==> src/rtl/inst_fetch_buffer.sv <==
// Instruction fetch buffer: issues in-order imem reads at the PC, holds up to
// DEPTH instructions with their PCs, and hands them to decode via valid/ready.
module inst_fetch_buffer #(
  parameter int DEPTH = 2
) (
  input  logic        i_clk,
  input  logic        i_rst_n,
  input  logic [31:0] i_pc,
  output logic        o_pc_advance,
  input  logic        i_flush,
  output logic        o_imem_req,
  output logic [31:0] o_imem_addr,
  input  logic        i_imem_gnt,
  input  logic        i_imem_rvalid,
  input  logic [31:0] i_imem_rdata,
  output logic        o_id_valid,
  input  logic        i_id_ready,
  output logic [31:0] o_id_inst,
  output logic [31:0] o_id_pc
);

  localparam int AW = $clog2(DEPTH);
  localparam int PW = AW + 1;
  localparam logic [PW-1:0] DEPTH_P = PW'(DEPTH);

  typedef enum logic [1:0] {
    ST_EMPTY,
    ST_PENDING,
    ST_FULL
  } entry_state_t;

  entry_state_t  r_state [DEPTH];
  logic [31:0]   r_pc    [DEPTH];
  logic [31:0]   r_inst  [DEPTH];

  logic [PW-1:0] r_wptr;
  logic [PW-1:0] r_fptr;
  logic [PW-1:0] r_rptr;
  logic [PW-1:0] r_discard;
  logic          r_run;

  logic [AW-1:0] w_widx;
  logic [AW-1:0] w_fidx;
  logic [AW-1:0] w_ridx;
  logic [PW-1:0] w_alloc;
  logic [PW-1:0] w_pend;
  logic [PW-1:0] w_outstanding;
  logic [PW-1:0] w_flush_discard;
  logic          w_grant;
  logic          w_fill;
  logic          w_drop;
  logic          w_pop;

  assign w_widx  = r_wptr[AW-1:0];
  assign w_fidx  = r_fptr[AW-1:0];
  assign w_ridx  = r_rptr[AW-1:0];
  assign w_alloc = r_wptr - r_rptr;
  assign w_pend  = r_wptr - r_fptr;

  assign o_imem_req   = r_run & ~i_flush & (w_alloc < DEPTH_P) & (r_discard == '0);
  assign o_imem_addr  = i_pc;
  assign w_grant      = o_imem_req & i_imem_gnt;
  assign o_pc_advance = w_grant;

  // A response with nothing pending and nothing to discard is stray and ignored.
  assign w_drop = i_imem_rvalid & (r_discard != '0);
  assign w_fill = i_imem_rvalid & (r_discard == '0) & (w_pend != '0);

  assign o_id_valid = (r_state[w_ridx] == ST_FULL);
  assign o_id_inst  = r_inst[w_ridx];
  assign o_id_pc    = r_pc[w_ridx];
  assign w_pop      = o_id_valid & i_id_ready;

  // Responses still owed to dead requests; a same-cycle response retires one of them.
  assign w_outstanding   = r_discard + w_pend;
  assign w_flush_discard = (i_imem_rvalid && (w_outstanding != '0)) ?
                           (w_outstanding - PW'(1)) : w_outstanding;

  always_ff @(posedge i_clk or negedge i_rst_n) begin
    if (!i_rst_n) begin
      r_run     <= 1'b0;
      r_wptr    <= '0;
      r_fptr    <= '0;
      r_rptr    <= '0;
      r_discard <= '0;
      for (int i = 0; i < DEPTH; i++) begin
        r_state[i] <= ST_EMPTY;
        r_pc[i]    <= '0;
        r_inst[i]  <= '0;
      end
    end else begin
      r_run <= 1'b1;
      if (i_flush) begin
        r_wptr    <= '0;
        r_fptr    <= '0;
        r_rptr    <= '0;
        r_discard <= w_flush_discard;
        for (int i = 0; i < DEPTH; i++) begin
          r_state[i] <= ST_EMPTY;
        end
      end else begin
        if (w_drop) begin
          r_discard <= r_discard - PW'(1);
        end
        if (w_grant) begin
          r_state[w_widx] <= ST_PENDING;
          r_pc[w_widx]    <= i_pc;
          r_wptr          <= r_wptr + PW'(1);
        end
        if (w_fill) begin
          r_state[w_fidx] <= ST_FULL;
          r_inst[w_fidx]  <= i_imem_rdata;
          r_fptr          <= r_fptr + PW'(1);
        end
        if (w_pop) begin
          r_state[w_ridx] <= ST_EMPTY;
          r_rptr          <= r_rptr + PW'(1);
        end
      end
    end
  end

endmodule

==> config.mk <==
export PLATFORM = sky130hd
export DESIGN_NAME = inst_fetch_buffer
export DESIGN_NICKNAME = d
export VERILOG_FILES = /design/src/rtl/inst_fetch_buffer.sv
export SDC_FILE = /design/constraint.sdc
export NUM_CORES = 1
export LEC_CHECK = 0
export CAP_MARGIN = 20
export CORE_MARGIN = 2
export CORE_UTILIZATION = 47
export CTS_BUF_LIST = sky130_fd_sc_hd__clkbuf_16
export DETAILED_ROUTE_END_ITERATION = 6
export PLACE_DENSITY = 0.76
export SLEW_MARGIN = 10
export SYNTH_ARGS = -nofsm -noshare
export SYNTH_HDL_FRONTEND = slang
export SYNTH_SLANG_ARGS = --single-unit
==> constraint.sdc <==
create_clock -name i_clk -period 3.7 [get_ports i_clk]
set_clock_uncertainty 0.2 [all_clocks]
set_input_delay 0.555 -clock i_clk [delete_from_list [all_inputs] [get_ports i_clk]]
set_output_delay 0.555 -clock i_clk [all_outputs]
set_load 0.05 [all_outputs]
==> metrics <==
outcome finished, final reports clean; total power about 6.8 mW; sequential share of the synthesized area between 50 and 60%; # hold bufs at CTS 1; grt ovf 0; CTS tree yes; post-route cell area roughly 0.0088 mm2; startpoint class of the critical path register; Tcrit/Tclk final roughly 86%; hpwl dp roughly 9000 um; PnR worst setup slack 0.529 ns; critical path endpoint category primary output; clock buffer depth 2; antenna-violating nets left 0; Critical Path RT 2.94 ns; largest stage delay on the critical path slightly below 0.9 ns; final wirelength around 13000 um; Synth Flop Type dfrtp_1; number of port buffers between 150 and 200; row cnt 43; CTS resizes 0; first-pass GRT wire length about 22000 um; area grow syn2layout 33.9%; dominant cells by area after synthesis dfrtp_1 (54%), mux2_2 (33%), buf_4 (3.7%); Post-synth EDFFs 0; synth cell count leaders mux2_2 (193), dfrtp_1 (141), buf_4 (32); Mapped Area between 0.006 and 0.007 mm2; I/O pin cnt around 170; Synth Register Bits between 100 and 150; CTS root buf clkbuf_16; Via density just over 5; Die W 122 um; Die Span Y between 100 and 150 um; kind of path behind the tightest hold check register to register; P_leak roughly 4 nW; crit-path cells xnor2_2 -> xnor2_1 -> nor3_1 -> clkdlybuf4s50_1; final setup fails 0; setup TNS 0 ns; Initial Utilization a little under half; Slew Viols, Final 0; slowest cell on the critical path clkdlybuf4s50_1; Die Area 0.0149 mm2; Syn Inst Count between 400 and 500; ys async rst share 100%; Final Hold Viols 0; area leader, netlist dfrtp_1; Ys Warns 0; GRT Total Usage a little under a fifth; initial DRC count roughly 130; P per Cell Area 771 mW/mm2; Post-Route Utilization between 60% and 70%; Slew headroom between 60% and 70%; clock transition at the registers of the reported paths 0.05 ns; DRC errors left 0; top cell type's share of synthesized area a little over half; crit path DAT ~2.4 ns; most instantiated library cell after synthesis mux2_2; total CTS buffers 17; n_diodes 0; nets a little under 700; Net Count, Synth about 540; RSZ-0062 raised after global routing no; Avg Inst Size Synth ~14 um2; Crit Path Class register to primary output; Max Clk Rate ~320 MHz; Cell variety after synth 35; Setup Fix Bufs, Post-CTS 0; Worst IR Drop VDD approximately 0.00063 V; vias in the first global route around 4400; Final Critical Period about 3.2 ns; dpl cell area 0.00820 mm2; Routed WL per cell ~17 um; Final GP Congestion roughly 0.83; Tightest Pin Transition 0.547 ns; worst-path maximum fanout 6; CORE AREA about 0.014 mm2; total number of vias ~4100; DRT Pass-1 Iters 4; max-cap viol count 0; layout cells sized above 1 between 30% and 40%; clk_lat worst skew between 0.4 and 0.5 ns; largest net degree at the start of global routing between 80 and 90; number of H-tree levels 4; initial antenna violation count 0; pre-CTS setup slack roughly 0.64 ns; clk sinks ~140
[state kept, by name, indices dropped and copies added, names as in the netlist]
| register | count |
|---|---|
| r_inst | 64 |
| r_wptr | 2 |
| r_discard | 2 |
| r_run | 1 |
| r_state | 4 |
| r_rptr | 2 |
| r_pc | 64 |
| r_fptr | 2 |
[cells by family (layout without fill, tap and decap cells)]
logic type                 after synthesis  in the layout  synth area share (%)
AOI/OAI and AO/OA                       16             16                  1.56
xor gates and xnor gates                 8              8                  1.39
adders and majority gates                4              4                 0.763
DFF                                    141            141                  53.8
and+or+nand+nor                         34             34                  2.88
muxes                                  195            195                  33.5
other                                    1              1                0.0571
buffers and inverters                   62            216                  6.14
[area by class of cell]
type                    count  area (um2)
fillers                  1089        4990
flip-flops and latches    141        3530
multi-input cells         258        2640
inverters                   7        26.3
repair buffers            178        1780
clock inverters            14         154
well taps                 180         225
clock buffers              17         425
[worst max-delay path: cells and delay by family, from the launching register on]
family        cells  cell delay [ns]
xor+xnor          2             0.52
flops             1             0.44
simple gates      1             0.17
buf+inv           1             0.87
[layout by cell type (no fill, tap or decap), types with 2 or more instances in the layout]
master | Yosys | routed
a21oi_1 | 6 | 6
mux2_2 | 193 | 193
nor3_1 | 4 | 4
clkinv_2 | 0 | 5
o21ai_0 | 2 | 2
a21oi_2 | 2 | 2
buf_12 | 0 | 2
clkbuf_16 | 0 | 17
nor2_1 | 9 | 9
ha_1 | 4 | 4
a31oi_1 | 2 | 2
bufinv_16 | 0 | 3
dfrtp_1 | 141 | 140
nor2b_1 | 2 | 2
buf_4 | 32 | 8
clkinvlp_4 | 0 | 3
nand3_1 | 7 | 6
nand2_1 | 3 | 3
inv_1 | 7 | 8
nand2b_1 | 4 | 4
clkdlybuf4s50_1 | 0 | 166
xnor2_1 | 5 | 5
mux2_1 | 2 | 2
[per-layer routing]
metal	up-vias	wire length (um)	GRT usage [%]
met4	0	130	6.25
li1	1885	-	-
met2	131	6420	30.8
met1	2068	5780	23.5
met5	-	0	0
met3	12	1020	6.55
[where the power goes]
part	switching, mW	internal, mW
logic	1.77	1.22
clock network	0.614	1.04
registers	0.194	1.93
[stage by stage]
stage | hold slack (ns) | std cells
final | 0.285 | 795
after global routing | 0.301 | 795
after CTS | 0.288 | 795
after global placement | 0.263 | 763
after floorplan | 0.0594 | 461
after detailed placement | 0.273 | 763
[path summary, 6_finish.rpt]
kind | cells past startpoint | startpoint | slack (ns) | to
worst max-delay path | 4 | r_wptr[1]$_DFFE_PN0P_ | 0.53 | o_imem_req
worst min-delay path | 1 | r_inst[20]$_DFFE_PN0P_ | 0.28 | r_inst[20]$_DFFE_PN0P_
worst max register to register | 10 | r_wptr[0]$_DFFE_PN0P_ | 1.04 | r_discard[1]$_DFFE_PN0P_
worst min register to register | 1 | r_inst[20]$_DFFE_PN0P_ | 0.28 | r_inst[20]$_DFFE_PN0P_
max in group asynchronous | 3 | i_rst_n | 1.97 | r_pc[56]$_DFFE_PN0P_
min in group asynchronous | 2 | i_rst_n | 0.48 | r_inst[18]$_DFFE_PN0P_
(Power assumes the default switching activity.)
